[src/rtl/ins_fetch_feeder_pkg.sv]
// Shared types and sizing for the instruction fetch feeder.
// The fetch FSM states, the buffered entry layout and the HALT opcode test live here.
package ins_fetch_pkg;

    localparam int PC_W  = 8;
    localparam int INS_W = 16;
    localparam int DEPTH = 8;
    localparam int PTR_W = $clog2(DEPTH);
    localparam int CNT_W = $clog2(DEPTH) + 1;

    localparam logic [3:0] HALT_OP = 4'hF;

    typedef enum logic [1:0] {
        IDLE,
        RUN,
        HALTED
    } fetch_state_e;

    typedef struct packed {
        logic [INS_W-1:0] ins;
        logic [PC_W-1:0]  pc;
    } fetch_entry_t;

    function automatic logic is_halt(input logic [INS_W-1:0] word);
        return word[INS_W-1 -: 4] == HALT_OP;
    endfunction

endpackage

[src/rtl/ins_fetch_feeder_if.sv]
// Memory request/response bus and issue-stage valid/take handshake of the fetch feeder.
// The master modport is the feeder itself; slave is the memory plus issue-stage side.
interface ins_fetch_feeder_if;
    import ins_fetch_pkg::*;

    logic             imem_req;
    logic [PC_W-1:0]  imem_addr;
    logic [INS_W-1:0] imem_rdata_0;
    logic [INS_W-1:0] imem_rdata_1;
    logic [1:0]       out_vld;
    logic [INS_W-1:0] out_ins_0;
    logic [INS_W-1:0] out_ins_1;
    logic [PC_W-1:0]  out_pc_0;
    logic [PC_W-1:0]  out_pc_1;
    logic [1:0]       take;

    modport master (
        output imem_req,
        output imem_addr,
        input  imem_rdata_0,
        input  imem_rdata_1,
        output out_vld,
        output out_ins_0,
        output out_ins_1,
        output out_pc_0,
        output out_pc_1,
        input  take
    );

    modport slave (
        input  imem_req,
        input  imem_addr,
        output imem_rdata_0,
        output imem_rdata_1,
        input  out_vld,
        input  out_ins_0,
        input  out_ins_1,
        input  out_pc_0,
        input  out_pc_1,
        output take
    );

endinterface

[src/rtl/ins_fetch_feeder_buf.sv]
// Circular instruction buffer: up to two pushes and two pops per cycle,
// with combinational reads of the two oldest entries.
module fetch_buf
    import ins_fetch_pkg::*;
(
    input  logic             clk,
    input  logic             rst,
    input  logic             clr,
    input  logic [1:0]       enq_n,
    input  fetch_entry_t     enq_0,
    input  fetch_entry_t     enq_1,
    input  logic [1:0]       deq_n,
    output fetch_entry_t     rd_0,
    output fetch_entry_t     rd_1,
    output logic [CNT_W-1:0] count
);

    logic [PTR_W-1:0] head_q, head_d;
    logic [PTR_W-1:0] tail_q, tail_d;
    logic [CNT_W-1:0] count_q, count_d;
    logic [PTR_W-1:0] head_p1;
    logic [PTR_W-1:0] tail_p1;

    fetch_entry_t [DEPTH-1:0] slots;

    assign head_p1 = head_q + PTR_W'(1);
    assign tail_p1 = tail_q + PTR_W'(1);

    always_comb begin
        head_d  = head_q;
        tail_d  = tail_q;
        count_d = count_q;
        if (clr) begin
            head_d  = '0;
            tail_d  = '0;
            count_d = '0;
        end else begin
            head_d  = head_q + PTR_W'(deq_n);
            tail_d  = tail_q + PTR_W'(enq_n);
            count_d = count_q + CNT_W'(enq_n) - CNT_W'(deq_n);
        end
    end

    always_ff @(posedge clk or posedge rst) begin
        if (rst) begin
            head_q  <= '0;
            tail_q  <= '0;
            count_q <= '0;
        end else begin
            head_q  <= head_d;
            tail_q  <= tail_d;
            count_q <= count_d;
        end
    end

    // Storage is reset so the out_* reads are zero straight out of reset.
    generate
        for (genvar gi = 0; gi < DEPTH; gi++) begin : g_slot
            fetch_entry_t slot_q, slot_d;
            logic         wr0, wr1;

            assign wr0 = !clr && (enq_n != 2'd0) && (tail_q == PTR_W'(gi));
            assign wr1 = !clr && (enq_n == 2'd2) && (tail_p1 == PTR_W'(gi));

            always_comb begin
                slot_d = slot_q;
                if (wr0) begin
                    slot_d = enq_0;
                end else if (wr1) begin
                    slot_d = enq_1;
                end
            end

            always_ff @(posedge clk or posedge rst) begin
                if (rst) begin
                    slot_q <= '0;
                end else begin
                    slot_q <= slot_d;
                end
            end

            assign slots[gi] = slot_q;
        end
    endgenerate

    assign rd_0  = slots[head_q];
    assign rd_1  = slots[head_p1];
    assign count = count_q;

endmodule

[src/rtl/ins_fetch_feeder.sv]
// Fetch front end: requests instruction pairs from memory, buffers them and
// presents up to two per cycle to the issue stage; handles redirects and HALT.
module ins_fetch_feeder
    import ins_fetch_pkg::*;
(
    input  logic                clk,
    input  logic                rst,
    input  logic                start,
    input  logic [PC_W-1:0]     start_pc,
    input  logic                flush,
    input  logic [PC_W-1:0]     redirect_pc,
    ins_fetch_feeder_if.master  bus,
    output logic                halted
);

    localparam logic [CNT_W:0] REQ_LIMIT = (CNT_W + 1)'(DEPTH - 2);

    fetch_state_e     state_q, state_d;
    logic [PC_W-1:0]  pc_q, pc_d;
    logic             pending_q, pending_d;
    logic [PC_W-1:0]  req_pc_q, req_pc_d;

    logic [CNT_W-1:0] count;
    logic [CNT_W:0]   need;
    logic             req;
    logic             resp_ok;
    logic             halt0, halt1;
    logic [1:0]       enq_n;
    logic [1:0]       deq_n;
    fetch_entry_t     enq_0, enq_1;
    fetch_entry_t     rd_0, rd_1;

    assign halt0 = is_halt(bus.imem_rdata_0);
    assign halt1 = is_halt(bus.imem_rdata_1);

    assign enq_0 = '{ins: bus.imem_rdata_0, pc: req_pc_q};
    assign enq_1 = '{ins: bus.imem_rdata_1, pc: req_pc_q + PC_W'(1)};

    always_comb begin
        state_d   = state_q;
        pc_d      = pc_q;
        pending_d = 1'b0;
        req_pc_d  = req_pc_q;

        // Room is judged before this cycle's take, counting the in-flight pair.
        need    = {1'b0, count} + (pending_q ? (CNT_W + 1)'(2) : '0);
        req     = (state_q == RUN) && !flush && (need <= REQ_LIMIT);
        resp_ok = pending_q && (state_q == RUN) && !flush;

        enq_n = 2'd0;
        if (resp_ok) begin
            enq_n = halt0 ? 2'd1 : 2'd2;
        end

        deq_n = 2'd0;
        if (!flush && bus.take[0]) begin
            deq_n = bus.take[1] ? 2'd2 : 2'd1;
        end

        case (state_q)
            IDLE: begin
                if (start) begin
                    state_d = RUN;
                    pc_d    = start_pc;
                end
            end
            RUN: begin
                if (resp_ok && (halt0 || halt1)) begin
                    state_d = HALTED;
                end
            end
            default: begin
            end
        endcase

        if (req) begin
            pc_d      = pc_q + PC_W'(2);
            pending_d = 1'b1;
            req_pc_d  = pc_q;
        end

        if (flush) begin
            state_d   = RUN;
            pc_d      = redirect_pc;
            pending_d = 1'b0;
        end
    end

    always_ff @(posedge clk or posedge rst) begin
        if (rst) begin
            state_q   <= IDLE;
            pc_q      <= '0;
            pending_q <= 1'b0;
            req_pc_q  <= '0;
        end else begin
            state_q   <= state_d;
            pc_q      <= pc_d;
            pending_q <= pending_d;
            req_pc_q  <= req_pc_d;
        end
    end

    fetch_buf u_buf (
        .clk   (clk),
        .rst   (rst),
        .clr   (flush),
        .enq_n (enq_n),
        .enq_0 (enq_0),
        .enq_1 (enq_1),
        .deq_n (deq_n),
        .rd_0  (rd_0),
        .rd_1  (rd_1),
        .count (count)
    );

    assign bus.imem_req  = req;
    assign bus.imem_addr = pc_q;
    assign bus.out_ins_0 = rd_0.ins;
    assign bus.out_pc_0  = rd_0.pc;
    assign bus.out_ins_1 = rd_1.ins;
    assign bus.out_pc_1  = rd_1.pc;
    assign bus.out_vld   = (count == '0)          ? 2'b00 :
                           (count == CNT_W'(1))   ? 2'b01 : 2'b11;
    assign halted        = (state_q == HALTED);

    a_take_legal: assert property (@(posedge clk) disable iff (rst)
        ((bus.take & ~bus.out_vld) == 2'b00) && (bus.take != 2'b10));

endmodule
[src/flat_wrapper.sv]
// flat-port wrapper written by rule: the top's interface ports become plain ports
module ins_fetch_feeder_flat import ins_fetch_pkg::*;
  (clk, rst, start, start_pc, flush, redirect_pc, halted, bus_imem_req, bus_imem_addr, bus_imem_rdata_0, bus_imem_rdata_1, bus_out_vld, bus_out_ins_0, bus_out_ins_1, bus_out_pc_0, bus_out_pc_1, bus_take);
  ins_fetch_feeder_if bus_i ();
  input  logic clk;
  input  logic rst;
  input  logic start;
  input  logic [PC_W-1:0] start_pc;
  input  logic flush;
  input  logic [PC_W-1:0] redirect_pc;
  output logic halted;
  output wire logic [$bits(bus_i.imem_req)-1:0] bus_imem_req;
  output wire logic [$bits(bus_i.imem_addr)-1:0] bus_imem_addr;
  input wire logic [$bits(bus_i.imem_rdata_0)-1:0] bus_imem_rdata_0;
  input wire logic [$bits(bus_i.imem_rdata_1)-1:0] bus_imem_rdata_1;
  output wire logic [$bits(bus_i.out_vld)-1:0] bus_out_vld;
  output wire logic [$bits(bus_i.out_ins_0)-1:0] bus_out_ins_0;
  output wire logic [$bits(bus_i.out_ins_1)-1:0] bus_out_ins_1;
  output wire logic [$bits(bus_i.out_pc_0)-1:0] bus_out_pc_0;
  output wire logic [$bits(bus_i.out_pc_1)-1:0] bus_out_pc_1;
  input wire logic [$bits(bus_i.take)-1:0] bus_take;
  assign bus_imem_req = bus_i.imem_req;
  assign bus_imem_addr = bus_i.imem_addr;
  assign bus_i.imem_rdata_0 = bus_imem_rdata_0;
  assign bus_i.imem_rdata_1 = bus_imem_rdata_1;
  assign bus_out_vld = bus_i.out_vld;
  assign bus_out_ins_0 = bus_i.out_ins_0;
  assign bus_out_ins_1 = bus_i.out_ins_1;
  assign bus_out_pc_0 = bus_i.out_pc_0;
  assign bus_out_pc_1 = bus_i.out_pc_1;
  assign bus_i.take = bus_take;
  ins_fetch_feeder u_core (.clk(clk), .rst(rst), .start(start), .start_pc(start_pc), .flush(flush), .redirect_pc(redirect_pc), .bus(bus_i), .halted(halted));
endmodule
[config.mk]
export PLATFORM = sky130hd
export DESIGN_NAME = ins_fetch_feeder_flat
export DESIGN_NICKNAME = d
export VERILOG_FILES = /design/src/rtl/ins_fetch_feeder_pkg.sv /design/src/rtl/ins_fetch_feeder_if.sv /design/src/rtl/ins_fetch_feeder_buf.sv /design/src/rtl/ins_fetch_feeder.sv /design/src/flat_wrapper.sv
export SDC_FILE = /design/constraint.sdc
export NUM_CORES = 1
export LEC_CHECK = 0
export ABC_AREA = 0
export BUFFER_PORTS_ARGS = -buffer_cell sky130_fd_sc_hd__buf_2
export CAP_MARGIN = 20
export CORE_ASPECT_RATIO = 1.5
export CORE_MARGIN = 5
export CORE_UTILIZATION = 40
export DETAILED_ROUTE_END_ITERATION = 10
export PLACE_DENSITY = 0.67
export SLEW_MARGIN = 20
export SYNTH_ARGS = -nofsm -noshare
export SYNTH_HDL_FRONTEND = slang
export SYNTH_HIERARCHICAL = 1
export SYNTH_SLANG_ARGS = --single-unit
export TNS_END_PERCENT = 100
[constraint.sdc]
create_clock -name clk -period 5.83 [get_ports clk]
set_input_delay 0.2915 -clock clk [delete_from_list [all_inputs] [get_ports clk]]
set_output_delay 0.2915 -clock clk [all_outputs]
set_load 0.005 [all_outputs]
==> impl_results.md <==
* Number of fill cells in the layout at 3476
* CTS tree: done
* Clk slew on worst S/H paths at around 0.070 ns
* Syn Area/Cell at a little under 10 sq um
* Placed cell count at 1902
* Die area at a little over 40000 sq um
* Critical path required time at 5.54 ns
* Pin count of the biggest net entering global routing at roughly 150
* Area delta synth->final at 8.48%
* Initial antenna violation count at 1
* Failing checks: negative hold slack
* First-pass GRT wire length at approximately 86 mm
* Layout cells sized above 1 at 0.249
* Worst path slowest cell: buf_4
* Wire per inst at around 29 um
* Area occupied by multi-input gates at around 8300 sq um
* Ys flop type: dfrtp_1
* CTS Root Cell: clkbuf_16
* Yosys warning count at 6
* Number of max-cap violations at 0
* Crit path cell chain: buf_4 -> buf_4 -> mux4_2 -> mux2_2 -> buf_2
* Area leader, netlist: dfrtp_1
* Seq pwr share at 0.395
* FFs w/ async S/R, synth at 1.00
* Worst R2R Start: u_core/state_q[0]$_DFFE_PP0P_
* Hold Slack at -0.00397 ns
* Post-CTS Setup Bufs at 0
* Clock share of power at 0.252
* Gate power share at 0.353
* CP peak stage delay at approximately 0.76 ns
* Routability cong. at about 0.83
* Clock Tree Buf Depth at 3
* Setup violators final at 0
* Worst R2R Path Depth at 6
* Hpwl dp at about 31 mm
* Register area at about 5500 sq um
* Worst R2R Setup Slack at 2.08 ns
* Initial drt markers at ~1700
* Synthesized Nets at 1582
* Hold_sp: redirect_pc[1]
* Final Hold Viols at 1
* R2r endpoint: u_core/u_buf/g_slot[7].slot_q[8]$_DFFE_PP0P_
* Vias/cell at between 7 and 8
* PD cells at about 380 nW/um^2
* Setup Crit Path Kind: reg -> out
* Switching share of power at 0.367
* Tightest Pin Transition at ~1.2 ns
* Overall Global Routing Usage at 0.261
* Mapped cell area at between 10000 and 15000 sq um
* # resized after CTS at 0
* Routed Antenna Nets at 0
* Total Wirelength at 55.9 mm
* Hold Crit Endpoint: u_core/bus.imem_addr[1]$_DFFE_PP0P_
* Syn Inst Count at ~1500
* # DRC at 0
* Worst hold path depth at 2
* Net switching power at approximately 2.3 mW
* Type of destination of the critical path: primary output
* Initial Util at 0.406
* Final worst path period share at 0.668
* Overflow after GRT at 0
* Outcome: complete, but fails checks
* Pre-antenna DRT Iters at 7
* Final Non-Filler Cells at 1949
* Die width at 168 um
* Clk sink count at 221
* Pint at 3.95 mW
* Largest delay contributor family on the critical path: buffers and inverters
* Die height at 247 um
* Min Tclk post-route at ~3.9 ns
* Vias in the first global route at around 15000
* FMAX at 0.257 GHz
* Distinct cell type count after synthesis at 63
* Htree depth at 1
* Core ar. at between 30000 and 40000 sq um
* CTS Buf Count at 23
* Final slew viol count at 0
* Post-synthesis sequential area ratio at 0.369
* Worst skew pair latency at around 0.54 ns
* Worst Clk Skew at between 0.02 and 0.025 ns
* Nets at 1519
* Bufs and invs on worst path at 3
* I/O Pins at 114
* Crit path max fanout at between 50 and 60
* CP startpoint kind: flop
* Port Buffers at approximately 110
* Setup_tns at 0 ns
* Row cnt at 86
* Tot Pwr at 6.24 mW
* Via Count at 14200
* Arr. time, crit path at approximately 3.6 ns
* #FFs+latches synth at around 220
* Top cells by area, synth: dfrtp_1 (37%), mux4_2 (14%), a31oi_1 (6.1%)
* Pleak at slightly below 6 nW
* Number of synthesized flops with an enable pin at 0
* RSZ-0062 raised after global routing: no
* Hold crit path type: in -> reg
* Worst relative slew slack at 0.198
* Top cell type's share of synthesized area at 0.369
* CP most frequent cell: buf_4
* Worst vdd ir at approximately 0.25 mV
## metal layers
layer	track usage	wire [um]	up-vias
met5	0	0	-
met4	0.162	3780	0
met3	0.0467	5820	280
met2	0.423	26600	1057
met1	0.323	19700	7034
li1	-	-	5803
## layout make-up
type                       count  share of cell area
timing repair buffer         157              0.0559
tap                          484              0.0373
clock buffer                  32              0.0394
inverter                      19             0.00516
multi-input combinational   1026               0.513
clock inverter                 9             0.00855
antenna                        1            0.000154
sequential                   221               0.341
## what timing repair did
action	4_1_cts	5_1_grt
hold buffers	5	0
endpoints found under the hold margin	23	0
endpoints found under the setup margin	0	0
## Yosys cell counts, types with 3 or more instances
library cell    n
fa_1            4
ha_1           13
xnor2_1         5
a32oi_1        48
nand4_1         3
clkbuf_1      136
buf_6          20
or2_2           4
xor2_1          6
a31oi_1       146
and3_1          4
nand3_1       155
a21oi_1         5
inv_1          19
buf_2          49
mux2i_1         3
mux4_2         96
or3_1           5
dfrtp_1       221
mux2_2         55
nor2_1         16
nor2b_1         7
nor3_1         51
nor4_1         97
o21ai_1        50
a2bb2oi_1      48
o21ai_0       145
nand2_1        13
a211oi_1        3
o21bai_1        3
buf_4           5
nand2b_1        5
buf_1          34
## layout by cell type, fill, tap and decap left out, types with 4 or more instances in the layout
cell	instances
clkbuf_16	23
mux2_2	55
a21oi_1	5
fa_1	4
nor2_1	14
or2_2	4
mux4_2	96
dfrtp_1	219
a32oi_1	48
clkbuf_1	6
ha_1	12
nor3_1	51
o21ai_1	50
xor2_1	5
dlygate4sd3_1	5
or3_1	5
o21ai_0	145
nand3_1	155
xnor2_1	5
nand2_1	13
and3_1	4
buf_2	113
inv_1	18
a2bb2oi_1	48
buf_4	39
a31oi_1	146
nor4_1	96
nor2b_1	5
nand2b_1	4
## power groups by stage
stage	clock, mW	combinational [mW]	sequential, mW
finish	1.58	2.20	2.46
global route	1.65	2.40	2.52
CTS	1.59	2.19	2.45
detailed placement	0	2.17	2.47
global placement	0	2.13	2.45
floorplan	0	1.64	2.24
## worst max path at each step
stage                                                    endpoint                              from  depth (start not counted)  slack [ns]
floorplan                         u_core/u_buf/count[0]$_DFF_PP0_                               rst                          1        0.03
global placement    u_core/u_buf/g_slot[7].slot_q[12]$_DFFE_PP0P_              bus_imem_rdata_0[14]                          7        2.25
detailed placement   u_core/u_buf/g_slot[3].slot_q[3]$_DFFE_PP0P_              bus_imem_rdata_0[14]                          8        2.16
CTS                                               bus_out_pc_0[6]  u_core/u_buf/head_q[0]$_DFF_PP0_                          5        1.89
global route                                      bus_out_pc_0[1]  u_core/u_buf/head_q[0]$_DFF_PP0_                          5        1.71
finish                                            bus_out_pc_1[6]  u_core/u_buf/head_q[0]$_DFF_PP0_                          5        1.94
## flip-flops by register name (all words and copies together), names as in the netlist
signal / flops
u_core/u_buf/head_q: 3
u_core/u_buf/g_slot.slot_q: 192
u_core/u_buf/tail_q: 3
u_core/state_q: 2
u_core/bus.imem_addr: 8
u_core/pending_q: 1
u_core/req_pc_q: 8
u_core/u_buf/count: 4
## cell families (layout without fill, tap and decap cells)
family	Yosys count	after routing	share of synthesized area
adder cells (fa/ha/maj)	17	17	0.0162
multiplexers	154	154	0.188
other	0	1	0
buffers and inverters	264	217	0.0817
AO/OA/AOI/OAI	467	467	0.198
AND/OR/NAND/NOR	377	377	0.140
XOR/XNOR	11	11	0.00644
flip-flops	221	221	0.369
## per-stage QoR
step | utilization | setup slack (ns) | cell area [sq um] | hold WS, ns
floorplan | - | 0.0278 | 15000 | 0.243
global placement | 0.417 | 2.25 | 15400 | 0.498
detailed placement | 0.417 | 2.16 | 15400 | 0.502
CTS | 0.440 | 1.89 | 16200 | 0.000433
global route | 0.440 | 1.71 | 16200 | 0.0172
finish | 0.440 | 1.94 | 16200 | -0.00397
Power figures use the tool's default switching activity.
